[config.mk]
export PLATFORM = sky130hd
export DESIGN_NAME = serial_frame_tx_flat
export DESIGN_NICKNAME = d
export VERILOG_FILES = /design/src/rtl/serial_frame_tx_if.sv /design/src/rtl/serial_frame_tx.sv /design/src/flat_wrapper.sv
export SDC_FILE = /design/constraint.sdc
export NUM_CORES = 1
export LEC_CHECK = 0
export BUFFER_PORTS_ARGS = -buffer_cell sky130_fd_sc_hd__buf_2
export CAP_MARGIN = 0
export CELL_PAD_IN_SITES_DETAIL_PLACEMENT = 2
export CELL_PAD_IN_SITES_GLOBAL_PLACEMENT = 2
export CORE_MARGIN = 4
export CORE_UTILIZATION = 34
export DETAILED_ROUTE_END_ITERATION = 6
export PLACE_DENSITY = 0.81
export SLEW_MARGIN = 20
export SYNTH_ARGS = -nofsm -noshare
export SYNTH_HDL_FRONTEND = slang
export SYNTH_SLANG_ARGS = --single-unit
[constraint.sdc]
create_clock -name clk_i -period 2 [get_ports clk_i]
set_clock_uncertainty 0.2 [all_clocks]
set_input_delay 0.1 -clock clk_i [delete_from_list [all_inputs] [get_ports clk_i]]
set_output_delay 0.1 -clock clk_i [all_outputs]
set_load 0.01 [all_outputs]
[src/rtl/serial_frame_tx_if.sv]
// Request/line bundle between a frame requester and the serial frame transmitter.
// The master side issues requests and observes the line; the slave side is the transmitter.
interface serial_frame_tx_if #(parameter int DATA_W = 15);
    logic              clkEn;
    logic              start;
    logic [1:0]        portNum;
    logic [3:0]        numData;
    logic [DATA_W-1:0] dataIn;
    logic              serOut;
    logic              busy;
    logic              done;
    logic [3:0]        remaining;

    modport master (
        output clkEn, start, portNum, numData, dataIn,
        input  serOut, busy, done, remaining
    );

    modport slave (
        input  clkEn, start, portNum, numData, dataIn,
        output serOut, busy, done, remaining
    );
endinterface

[src/rtl/serial_frame_tx.sv]
// Serializes a port-addressed request as start bit, 2-bit port, 4-bit count, then payload LSB first.
// Every state change and shift is paced by clkEn so one enabled edge equals one bit time.
module serial_frame_tx #(
    parameter int DATA_W = 15
) (
    input logic               clk_i,
    input logic               rst_ni,
    serial_frame_tx_if.slave  bus
);

    typedef enum logic [2:0] {IDLE, START, PORT, COUNT, DATA, DONE} state_e;

    state_e            state_q, state_d;
    logic              serOut_q, serOut_d;
    logic              busy_q, busy_d;
    logic              done_q, done_d;
    logic [3:0]        remaining_q, remaining_d;
    logic [3:0]        count_q, count_d;
    logic [1:0]        port_q, port_d;
    logic [1:0]        bitIdx_q, bitIdx_d;
    logic [DATA_W-1:0] shift_q, shift_d;
    logic [1:0]        nextIdx;

    assign nextIdx = bitIdx_q - 2'd1;

    // Outputs are computed for the state being entered, so the line changes right after each enabled edge.
    always_comb begin
        state_d     = state_q;
        serOut_d    = serOut_q;
        busy_d      = busy_q;
        done_d      = done_q;
        remaining_d = remaining_q;
        count_d     = count_q;
        port_d      = port_q;
        bitIdx_d    = bitIdx_q;
        shift_d     = shift_q;
        if (bus.clkEn) begin
            case (state_q)
                IDLE: begin
                    serOut_d = 1'b1;
                    if (bus.start) begin
                        state_d     = START;
                        port_d      = bus.portNum;
                        count_d     = bus.numData;
                        shift_d     = bus.dataIn;
                        remaining_d = bus.numData;
                        serOut_d    = 1'b0;
                        busy_d      = 1'b1;
                    end
                end
                START: begin
                    state_d  = PORT;
                    bitIdx_d = 2'd1;
                    serOut_d = port_q[1];
                end
                PORT: begin
                    if (bitIdx_q != 2'd0) begin
                        bitIdx_d = nextIdx;
                        serOut_d = port_q[0];
                    end else begin
                        state_d  = COUNT;
                        bitIdx_d = 2'd3;
                        serOut_d = count_q[3];
                    end
                end
                COUNT: begin
                    if (bitIdx_q != 2'd0) begin
                        bitIdx_d = nextIdx;
                        serOut_d = count_q[nextIdx];
                    end else if (count_q != 4'd0) begin
                        state_d  = DATA;
                        serOut_d = shift_q[0];
                    end else begin
                        state_d  = DONE;
                        serOut_d = 1'b1;
                        busy_d   = 1'b0;
                        done_d   = 1'b1;
                    end
                end
                DATA: begin
                    // remaining counts the bit currently on the line, so 1 means the last bit is out.
                    if (remaining_q == 4'd1) begin
                        state_d     = DONE;
                        remaining_d = 4'd0;
                        serOut_d    = 1'b1;
                        busy_d      = 1'b0;
                        done_d      = 1'b1;
                    end else begin
                        shift_d     = shift_q >> 1;
                        serOut_d    = shift_q[1];
                        remaining_d = remaining_q - 4'd1;
                    end
                end
                DONE: begin
                    state_d  = IDLE;
                    serOut_d = 1'b1;
                    done_d   = 1'b0;
                end
                default: begin
                    state_d  = IDLE;
                    serOut_d = 1'b1;
                    busy_d   = 1'b0;
                    done_d   = 1'b0;
                end
            endcase
        end
    end

    always_ff @(posedge clk_i or negedge rst_ni) begin
        if (!rst_ni) begin
            state_q     <= IDLE;
            serOut_q    <= 1'b1;
            busy_q      <= 1'b0;
            done_q      <= 1'b0;
            remaining_q <= 4'd0;
            count_q     <= 4'd0;
            port_q      <= 2'd0;
            bitIdx_q    <= 2'd0;
            shift_q     <= '0;
        end else begin
            state_q     <= state_d;
            serOut_q    <= serOut_d;
            busy_q      <= busy_d;
            done_q      <= done_d;
            remaining_q <= remaining_d;
            count_q     <= count_d;
            port_q      <= port_d;
            bitIdx_q    <= bitIdx_d;
            shift_q     <= shift_d;
        end
    end

    assign bus.serOut    = serOut_q;
    assign bus.busy      = busy_q;
    assign bus.done      = done_q;
    assign bus.remaining = remaining_q;

endmodule

[src/flat_wrapper.sv]
// flat-port wrapper written by rule: the top's interface ports become plain ports
module serial_frame_tx_flat 
#(
    parameter int DATA_W = 15
)
  (clk_i, rst_ni, bus_clkEn, bus_start, bus_portNum, bus_numData, bus_dataIn, bus_serOut, bus_busy, bus_done, bus_remaining);
  serial_frame_tx_if #(.DATA_W(DATA_W)) bus_i ();
  input logic clk_i;
  input logic rst_ni;
  input wire logic [$bits(bus_i.clkEn)-1:0] bus_clkEn;
  input wire logic [$bits(bus_i.start)-1:0] bus_start;
  input wire logic [$bits(bus_i.portNum)-1:0] bus_portNum;
  input wire logic [$bits(bus_i.numData)-1:0] bus_numData;
  input wire logic [$bits(bus_i.dataIn)-1:0] bus_dataIn;
  output wire logic [$bits(bus_i.serOut)-1:0] bus_serOut;
  output wire logic [$bits(bus_i.busy)-1:0] bus_busy;
  output wire logic [$bits(bus_i.done)-1:0] bus_done;
  output wire logic [$bits(bus_i.remaining)-1:0] bus_remaining;
  assign bus_i.clkEn = bus_clkEn;
  assign bus_i.start = bus_start;
  assign bus_i.portNum = bus_portNum;
  assign bus_i.numData = bus_numData;
  assign bus_i.dataIn = bus_dataIn;
  assign bus_serOut = bus_i.serOut;
  assign bus_busy = bus_i.busy;
  assign bus_done = bus_i.done;
  assign bus_remaining = bus_i.remaining;
  serial_frame_tx #(.DATA_W(DATA_W)) u_core (.clk_i(clk_i), .rst_ni(rst_ni), .bus(bus_i));
endmodule
==> results.sh, run 1 <==
export IMPL_status="completed"
export IMPL_min_period_ns=1.97
export IMPL_fmax_mhz=506
export IMPL_worst_path_max_fanout=15
export IMPL_ys_types=40
export IMPL_grt_usage_pct=22.8
export IMPL_gp_congestion=0.826
export IMPL_slew_headroom_pct=47.1
export IMPL_drv_slew=0
export IMPL_antenna_left=0
export IMPL_dp_hpwl_um=3730
export IMPL_ys_seq_area_share_pct=46.0
export IMPL_ys_seq_elements=33
export IMPL_grt_ovfl_total=0
export IMPL_critPathKind="reg -> reg"
export IMPL_worst_setup_path_start_kind="register"
export IMPL_cts_root_buffer_cell="clkbuf_8"
export IMPL_place_ws_ns=0.00746
export IMPL_clk_latency_ns=0.29
export IMPL_htree_num_levels=2
export IMPL_area_growth_pct=36.2
export IMPL_avgSynthCellArea_um2=9.82
export IMPL_portBuffers=31
export IMPL_syn_cell_area_um2=1800
export IMPL_cts_buffers=5
export IMPL_met1_length_um=2860
export IMPL_tightest_slew_ns=0.794
export IMPL_io_pins=32
export IMPL_required_ns=2.01
export IMPL_p_clk_share_pct=15.5
export IMPL_grt_max_degree=34
export IMPL_wl_per_cell_um=22.6
export IMPL_die_w_um=80.7
export IMPL_cp_cell_sequence="ha_2 > and4bb_2 > and4bb_4 > buf_12 > nor2_1 > a21oi_1"
export IMPL_grt_pass1_wl_um=10800
export IMPL_p_total_mw=3.39
export IMPL_swShare_pct=42.4
export IMPL_crit_family="simple AND/OR/NAND/NOR gates"
export IMPL_drive_gt1_share_pct=30.9
export IMPL_internal_power_mw=1.95
export IMPL_fin_util_pct=47.9
export IMPL_vdd_drop_max_mv=0.701
export IMPL_hold_path_class="in -> reg"
export IMPL_drc_errors=0
export IMPL_wl_met3_um=160
export IMPL_post_cts_repair_setup_buffers=0
export IMPL_netlist_instances=183
export IMPL_synth_nets=211
export IMPL_critPathBufInv=1
export IMPL_maxCapViolCount=0
export IMPL_wl_um=7160
export IMPL_max_clock_path_buffers=2
export IMPL_pwr_share_seq_pct=39.4
export IMPL_crit_path_max_incr_delay_ns=0.45
export IMPL_setup_slack_ns=0.0253
export IMPL_cts_tree="yes"
export IMPL_top_layer_used="met4"
export IMPL_initial_core_util_pct=35.2
export IMPL_antenna_found_initial=0
export IMPL_post_route_period_util_pct=98.7
export IMPL_setup_viol=0
export IMPL_switching_power_mw=1.44
export IMPL_synth_warnings=0
export IMPL_via_count=1705
export IMPL_wl_met2_um=4030
export IMPL_post_drt_via_cell_ratio=5.38
export IMPL_grt_pass1_vias=1923
export IMPL_clk_pin_slew_ns=0.08
export IMPL_p_leak_nw=1.19
export IMPL_synth_edf_count=0
export IMPL_nNetsFinal=273
export IMPL_die_h_um=80.7
export IMPL_share_comb_of_total_power_pct=45.2
export IMPL_synth_flop_cell="dfrtp_1"
export IMPL_arrival_ns=1.98
export IMPL_clock_sinks=33
export IMPL_placedCellCount=285
export IMPL_hold_viol=0
export IMPL_core_um2=5110
export IMPL_layout_cells_non_filler=317
export IMPL_dieArea_um2=6510
export IMPL_power_density_nw_per_um2=1390
export IMPL_endpoint_kind="register"
export IMPL_async_flop_share_pct=100
export IMPL_dr_pass1_iters=4
export IMPL_critical_path_slowest_cell="dfrtp_2"
export IMPL_timing_hold_ws_ns=0.0159
export IMPL_num_rows=26
export IMPL_drt_iter0_drc=69
-- repair_timing --
action | CTS | global route
gates cloned | 0 | 1
hold buffers | 22 | 0
resized for setup | 1 | 11
hold endpoints to repair | 57 | 0
endpoints found under the setup margin | 1 | 18
pin swaps | 0 | 1
-- layout make-up --
type	instances	area [µm²]
Antenna cell	1	2.50
Sequential cell	33	828
Multi-Input combinational cell	129	898
Clock buffer	5	68.8
Timing Repair Buffer	67	510
Tap cell	70	87.6
Fill cell	538	2660
Inverter	9	33.8
Clock inverter	3	17.5
-- layer usage --
layer | GRT usage (%) | vias to the layer above
li1 | - | 766
met1 | 26.0 | 903
met2 | 42.9 | 26
met3 | 4.04 | 10
met4 | 6.76 | 0
met5 | 0 | -
-- worst paths after layout --
kind | cells after the start | to | start | slack, ns
setup reg to reg | 6 | u_core.shift_q[0] | u_core.bus.remaining[0] | 0.03
hold reg to reg | 2 | u_core.bus.busy | u_core.bus.busy | 0.30
setup / recovery | 6 | u_core.shift_q[0] | u_core.bus.remaining[0] | 0.03
hold / removal | 3 | u_core.bus.serOut | bus_clkEn | 0.02
min in group asynchronous | 2 | u_core.count_q[1] | rst_ni | 0.22
max in group asynchronous | 2 | u_core.bus.remaining[0] | rst_ni | 0.83
-- power by group through the flow --
stage          clock network, mW  registers, mW  logic (mW)
2_1_floorplan                  0           1.22       0.883
3_3_place_gp                   0           1.27        1.25
3_5_place_dp                   0           1.29        1.33
4_1_cts                    0.536           1.28        1.40
5_1_grt                    0.572           1.38        1.67
6_report                   0.525           1.33        1.53
-- state kept, by name (all words and copies together) (netlist names) --
| signal | cells |
|---|---|
| u_core.bitIdx_q | 2 |
| u_core.bus.done | 1 |
| u_core.bus.remaining | 4 |
| u_core.port_q | 2 |
| u_core.bus.serOut | 1 |
| u_core.count_q | 4 |
| u_core.bus.busy | 1 |
| u_core.state_q | 3 |
| u_core.shift_q | 15 |
-- logic make-up (layout without fill, tap and decap cells) --
family	count (synthesis)	in the layout	synth area share [%]
adder cells (fa/ha/maj)	3	3	2.09
other	0	1	0
AND/OR/NAND/NOR	56	56	15.9
flip-flops	33	33	46.0
multiplexers	23	23	13.3
buffers and inverters	21	84	6.13
AO/OA/AOI/OAI	47	47	16.6
-- tightest hold or removal path, cell delays in order --
cell and delay (ns):
buf_2 0.20, nor2_1 0.15, a41oi_1 0.06
-- Yosys cell counts, types with 3 or more instances --
cell type,number,area (µm²)
dfrtp_1,32,801
nor2_1,25,93.8
a21oi_1,23,115
mux2i_1,16,160
inv_1,9,33.8
nand2_1,9,33.8
mux2_2,7,78.8
clkbuf_1,6,22.5
nand2b_1,6,37.5
o21ai_0,5,25.0
buf_6,3,33.8
ha_1,3,37.5
nand3_1,3,15.0
o31ai_1,3,22.5
-- through the flow --
step,instance area [µm²],TNS (ns)
finish,2450,0
global route,2440,-0.249
CTS,2390,0
detailed placement,2070,0
global placement,2070,0
floorplan,1800,0
-- placed cells by master (no fill, tap or decap), drive strengths merged, types with 2 or more instances in the layout --
| cell type | instances |
|---|---|
| inv | 9 |
| dfrtp | 32 |
| and4bb | 2 |
| nor2b | 2 |
| nand2b | 6 |
| clkinv | 2 |
| buf | 44 |
| o31ai | 3 |
| nor3 | 2 |
| nand2 | 9 |
| clkbuf | 6 |
| nor3b | 2 |
| nor2 | 25 |
| a22o | 2 |
| o21ai | 5 |
| dlygate4sd3 | 22 |
| a21oi | 24 |
| nand3 | 3 |
| ha | 3 |
| mux2i | 16 |
| mux2 | 7 |
| o2bb2ai | 2 |
(Power assumes the default switching activity.)
==> run 2: changes to the inputs <==
--- a/config.mk
+++ b/config.mk
@@ -13,6 +13,7 @@
 export CORE_UTILIZATION = 34
 export DETAILED_ROUTE_END_ITERATION = 6
 export PLACE_DENSITY = 0.81
+export RECOVER_POWER = 50
 export SLEW_MARGIN = 20
 export SYNTH_ARGS = -nofsm -noshare
 export SYNTH_HDL_FRONTEND = slang
==> results.sh, run 2 (synthesis gave the netlist of run 1 again) <==
export IMPL_post_route_period_util_pct=98.7
export IMPL_worst_setup_path_start_kind="register"
export IMPL_worst_path_max_fanout=15
export IMPL_min_period_ns=1.97
export IMPL_r2r_start="u_core.bus.remaining[0]"
export IMPL_area_growth_pct=36.1
export IMPL_critPathKind="reg -> reg"
export IMPL_gp_congestion=0.826
export IMPL_grt_max_degree=34
export IMPL_grt_ovfl_total=0
export IMPL_timing_hold_ws_ns=0.0159
export IMPL_ff_latch_area_um2=828
export IMPL_setup_viol=0
export IMPL_vdd_drop_max_mv=0.701
export IMPL_clock_sinks=33
export IMPL_drt_iter0_drc=69
export IMPL_crit_start="u_core.bus.remaining[0]"
export IMPL_grt_pass1_vias=1923
export IMPL_portBuffers=31
export IMPL_drc_errors=0
export IMPL_max_clock_path_buffers=2
export IMPL_status="completed"
export IMPL_cts_root_buffer_cell="clkbuf_8"
export IMPL_use_met2_pct=42.9
export IMPL_drive_gt1_share_pct=30.1
export IMPL_power_density_nw_per_um2=1390
export IMPL_core_um2=5110
export IMPL_clk_pin_slew_ns=0.08
export IMPL_grt_util_met3_pct=4.04
export IMPL_antenna_left=0
export IMPL_antenna_found_initial=0
export IMPL_p_leak_nw=1.18
export IMPL_hold_path_class="in -> reg"
export IMPL_r2r_cells=6
export IMPL_tightest_slew_ns=0.884
export IMPL_clk_latency_ns=0.29
export IMPL_fin_tns_setup_ns=0
export IMPL_mostFrequentLayoutCell="dfrtp_1"
export IMPL_htree_num_levels=2
export IMPL_dieArea_um2=6510
export IMPL_die_w_um=80.7
export IMPL_arrival_ns=1.98
export IMPL_final_cell_mix="dfrtp_1 (31), buf_2 (28), nor2_1 (24)"
export IMPL_nNetsFinal=273
export IMPL_top_usage_layer="met2"
export IMPL_grt_pass1_wl_um=10800
export IMPL_dr_pass1_iters=4
export IMPL_wl_per_cell_um=22.6
export IMPL_cts_buffers=5
export IMPL_fillers=539
export IMPL_drv_slew=0
export IMPL_fmax_mhz=506
export IMPL_endpoint_kind="register"
export IMPL_slew_headroom_pct=41.1
export IMPL_hold_depth=3
export IMPL_die_h_um=80.7
export IMPL_hold_viol=0
export IMPL_required_ns=2.01
export IMPL_post_drt_via_cell_ratio=5.38
export IMPL_via_count=1704
export IMPL_io_pins=32
export IMPL_wl_um=7160
export IMPL_top_register="u_core.shift_q"
export IMPL_maxCapViolCount=0
export IMPL_grt_usage_pct=22.8
export IMPL_worstHoldStart="bus_clkEn"
export IMPL_initial_core_util_pct=35.2
export IMPL_num_rows=26
export IMPL_dp_hpwl_um=3730
export IMPL_cts_tree="yes"
export IMPL_global_route_usage_met1_pct=26.0
export IMPL_multiInputGateArea_um2=898
export IMPL_largest_reg_flops=15
[run 2: where the power goes]
group	internal (mW)	total, mW	switching [mW]
clock	0.241	0.525	0.285
combinational	0.701	1.53	0.826
sequential	1.01	1.34	0.329
[run 2: critical path, cell delays in order, from the launching register on]
cell      delay (ns)
dfrtp_2         0.45
ha_2            0.23
and4bb_2        0.26
and4bb_4        0.36
buf_12          0.16
nor2_1          0.07
a21oi_1         0.16
[run 2: through the flow]
| step | cell area (µm²) | utilization [%] | power (mW) | setup WS, ns | instances |
|---|---|---|---|---|---|
| 2_1_floorplan | 1800 | - | 2.10 | 0.222 | 183 |
| 6_report | 2440 | 47.9 | 3.39 | 0.0253 | 317 |
| 5_1_grt | 2440 | 47.8 | 3.62 | -0.0505 | 316 |
| 4_1_cts | 2390 | 46.7 | 3.22 | 0.0386 | 315 |
| 3_5_place_dp | 2070 | 40.6 | 2.61 | 0.00746 | 285 |
| 3_3_place_gp | 2070 | 40.6 | 2.52 | 0.0592 | 285 |
[run 2: layer usage]
| metal | vias to the layer above | share of wire (%) |
|---|---|---|
| li1 | 766 | - |
| met1 | 902 | 40 |
| met2 | 26 | 56 |
| met3 | 10 | 2.3 |
| met4 | 0 | 1.5 |
| met5 | - | 0 |
[run 2: repair_timing]
action,CTS,global route
hold buffers,22,0
setup endpoints to repair,1,18
endpoints found under the hold margin,57,0
gates resized for setup,1,11
pin swaps,0,1
buffers inserted,0,0
cloned,0,1
[run 2: final timing paths]
| kind | end | slack [ns] |
|---|---|---|
| worst min register to register | u_core.bus.busy | 0.30 |
| worst min-delay path | u_core.bus.serOut | 0.02 |
| worst max register to register | u_core.shift_q[0] | 0.03 |
| min in group asynchronous | u_core.count_q[1] | 0.25 |
| max in group asynchronous | u_core.bus.remaining[0] | 0.74 |
| worst max-delay path | u_core.shift_q[0] | 0.03 |
[run 2: cell type report]
| class | instances | area share (%) |
|---|---|---|
| flip-flops and latches | 33 | 33.9 |
| well taps | 70 | 3.58 |
| multi-input cells | 129 | 36.7 |
| clock inverters | 3 | 0.716 |
| repair buffers | 67 | 20.8 |
| diodes | 1 | 0.102 |
| clock buffers | 5 | 2.81 |
| inverters | 9 | 1.38 |
==> run 3: changes to the inputs <==
--- a/config.mk
+++ b/config.mk
@@ -5,13 +5,13 @@
 export SDC_FILE = /design/constraint.sdc
 export NUM_CORES = 1
 export LEC_CHECK = 0
-export BUFFER_PORTS_ARGS = -buffer_cell sky130_fd_sc_hd__buf_2
 export CAP_MARGIN = 0
 export CELL_PAD_IN_SITES_DETAIL_PLACEMENT = 2
 export CELL_PAD_IN_SITES_GLOBAL_PLACEMENT = 2
 export CORE_MARGIN = 4
-export CORE_UTILIZATION = 34
+export CORE_UTILIZATION = 39
 export DETAILED_ROUTE_END_ITERATION = 6
+export DONT_BUFFER_PORTS = 1
 export PLACE_DENSITY = 0.81
 export RECOVER_POWER = 50
 export SLEW_MARGIN = 20
==> constraint.sdc (replaced) <==
create_clock -name clk_i -period 1.82 [get_ports clk_i]
set_clock_uncertainty 0.2 [all_clocks]
set_input_delay 0.091 -clock clk_i [delete_from_list [all_inputs] [get_ports clk_i]]
set_output_delay 0.091 -clock clk_i [all_outputs]
set_load 0.01 [all_outputs]
==> results.sh, run 3 (synthesis gave the netlist of run 1 again) <==
export IMPL_status="complete, but fails checks"
export IMPL_violations="hold timing, setup timing"
export IMPL_largest_reg_flops=15
export IMPL_endpoint_kind="register"
export IMPL_antenna_found_initial=0
export IMPL_wl_um=8410
export IMPL_grt_usage_pct=27.2
export IMPL_worst_path_max_fanout=7
export IMPL_post_route_period_util_pct=105
export IMPL_crit_path_max_incr_delay_ns=0.47
export IMPL_place_ws_ns=-0.0715
export IMPL_clk_pin_slew_ns=0.08
export IMPL_timing_hold_ws_ns=-0.310
export IMPL_dp_hpwl_um=3830
export IMPL_core_um2=4410
export IMPL_area_growth_pct=45.3
export IMPL_fmax_mhz=521
export IMPL_via_count=1733
export IMPL_die_h_um=75.9
export IMPL_worst_setup_path_start_kind="register"
export IMPL_p_leak_nw=1.18
export IMPL_clk_latency_ns=0.31
export IMPL_postCtsHoldBufs=24
export IMPL_rsz0062_at_grt="yes"
export IMPL_vdd_drop_max_mv=0.923
export IMPL_dr_pass1_iters=5
export IMPL_grt_pass1_wl_um=11000
export IMPL_crit_family="simple AND/OR/NAND/NOR gates"
export IMPL_clock_sinks=33
export IMPL_postLayoutCellArea_um2=2610
export IMPL_p_total_mw=4.59
export IMPL_drv_slew=0
export IMPL_num_rows=24
export IMPL_grt_ovfl_total=0
export IMPL_power_density_nw_per_um2=1760
export IMPL_io_pins=32
export IMPL_htree_num_levels=2
export IMPL_die_w_um=75.9
export IMPL_portBuffers=0
export IMPL_drive_gt1_share_pct=40.1
export IMPL_drc_errors=0
export IMPL_diodes=0
export IMPL_antenna_left=0
export IMPL_wl_per_cell_um=29.6
export IMPL_cts_buffers=5
export IMPL_top_register="u_core.shift_q"
export IMPL_setup_slack_ns=-0.0996
export IMPL_reg2reg_slack_ns=-0.1
export IMPL_cts_tree="yes"
export IMPL_max_clock_path_buffers=2
export IMPL_grt_pass1_vias=1981
export IMPL_drt_iter0_drc=117
export IMPL_placed_cell_area_um2=1960
export IMPL_post_drt_via_cell_ratio=6.10
export IMPL_min_period_ns=1.92
export IMPL_initial_core_util_pct=40.7
export IMPL_dieArea_um2=5760
export IMPL_cts_root_buffer_cell="clkbuf_8"
export IMPL_mostFrequentLayoutCell="dfrtp_1"
export IMPL_cp_cell_sequence="nor2_1 > buf_4 > and4bb_4 > clkbuf_16 > nor2_2 > a21oi_1"
export IMPL_critPathBufInv=2
export IMPL_fin_util_pct=59.2
export IMPL_critical_path_slowest_cell="dfrtp_2"
export IMPL_nNetsFinal=259
export IMPL_slew_headroom_pct=42.6
export IMPL_gp_congestion=0.844
export IMPL_final_cell_mix="dfrtp_1 (29), buf_4 (25), dlygate4sd3_1 (23)"
export IMPL_critPathKind="reg -> reg"
export IMPL_grt_max_degree=34
export IMPL_hold_path_class="in -> reg"
export IMPL_arrival_ns=1.95
export IMPL_maxCapViolCount=0
export IMPL_hold_viol=6
export IMPL_tightest_slew_ns=0.861
export IMPL_setup_viol=20
export IMPL_required_ns=1.85
## run 3: area by class of cell
type | instances | area (µm²)
timing repair buffer | 53 | 507
multi-input combinational | 129 | 1060
sequential | 33 | 831
clock inverter | 1 | 30.0
tap | 52 | 65.1
clock buffer | 7 | 86.3
fill | 404 | 1800
inverter | 9 | 33.8
## run 3: worst paths after layout
kind	start	to	cells after the start
max reg2reg	u_core.state_q[1]	u_core.shift_q[11]	6
min	bus_clkEn	u_core.state_q[1]	1
max	u_core.state_q[1]	u_core.shift_q[11]	6
min in group asynchronous	rst_ni	u_core.shift_q[12]	2
min reg2reg	u_core.port_q[0]	u_core.port_q[0]	1
max in group asynchronous	rst_ni	u_core.state_q[2]	2
## run 3: per-stage QoR
step	TNS (ns)	cells
finish	-1.02	284
global route	-1.76	284
CTS	0	278
detailed placement	-0.659	244
global placement	0	244
floorplan	0	183
## run 3: power by group
group          internal, mW  switching [mW]
clock network         0.447           0.316
logic                  1.07            1.22
registers              1.11           0.429
## run 3: layer usage
metal | wire length (µm) | share of wire [%] | vias to the layer above | global-route usage, %
li1 | - | - | 742 | -
met1 | 3460 | 41 | 893 | 29.9
met2 | 4160 | 49 | 72 | 48.4
met3 | 438 | 5.2 | 26 | 6.73
met4 | 352 | 4.2 | 0 | 13.6
met5 | 0 | 0 | - | 0
## run 3: what timing repair did
item / CTS / global route
cloned: 1 / 1
setup buffers: 1 / 5
hold endpoints to repair: 66 / 6
pin swaps: 1 / 3
endpoints found under the setup margin: 19 / 23
resized for setup: 16 / 40
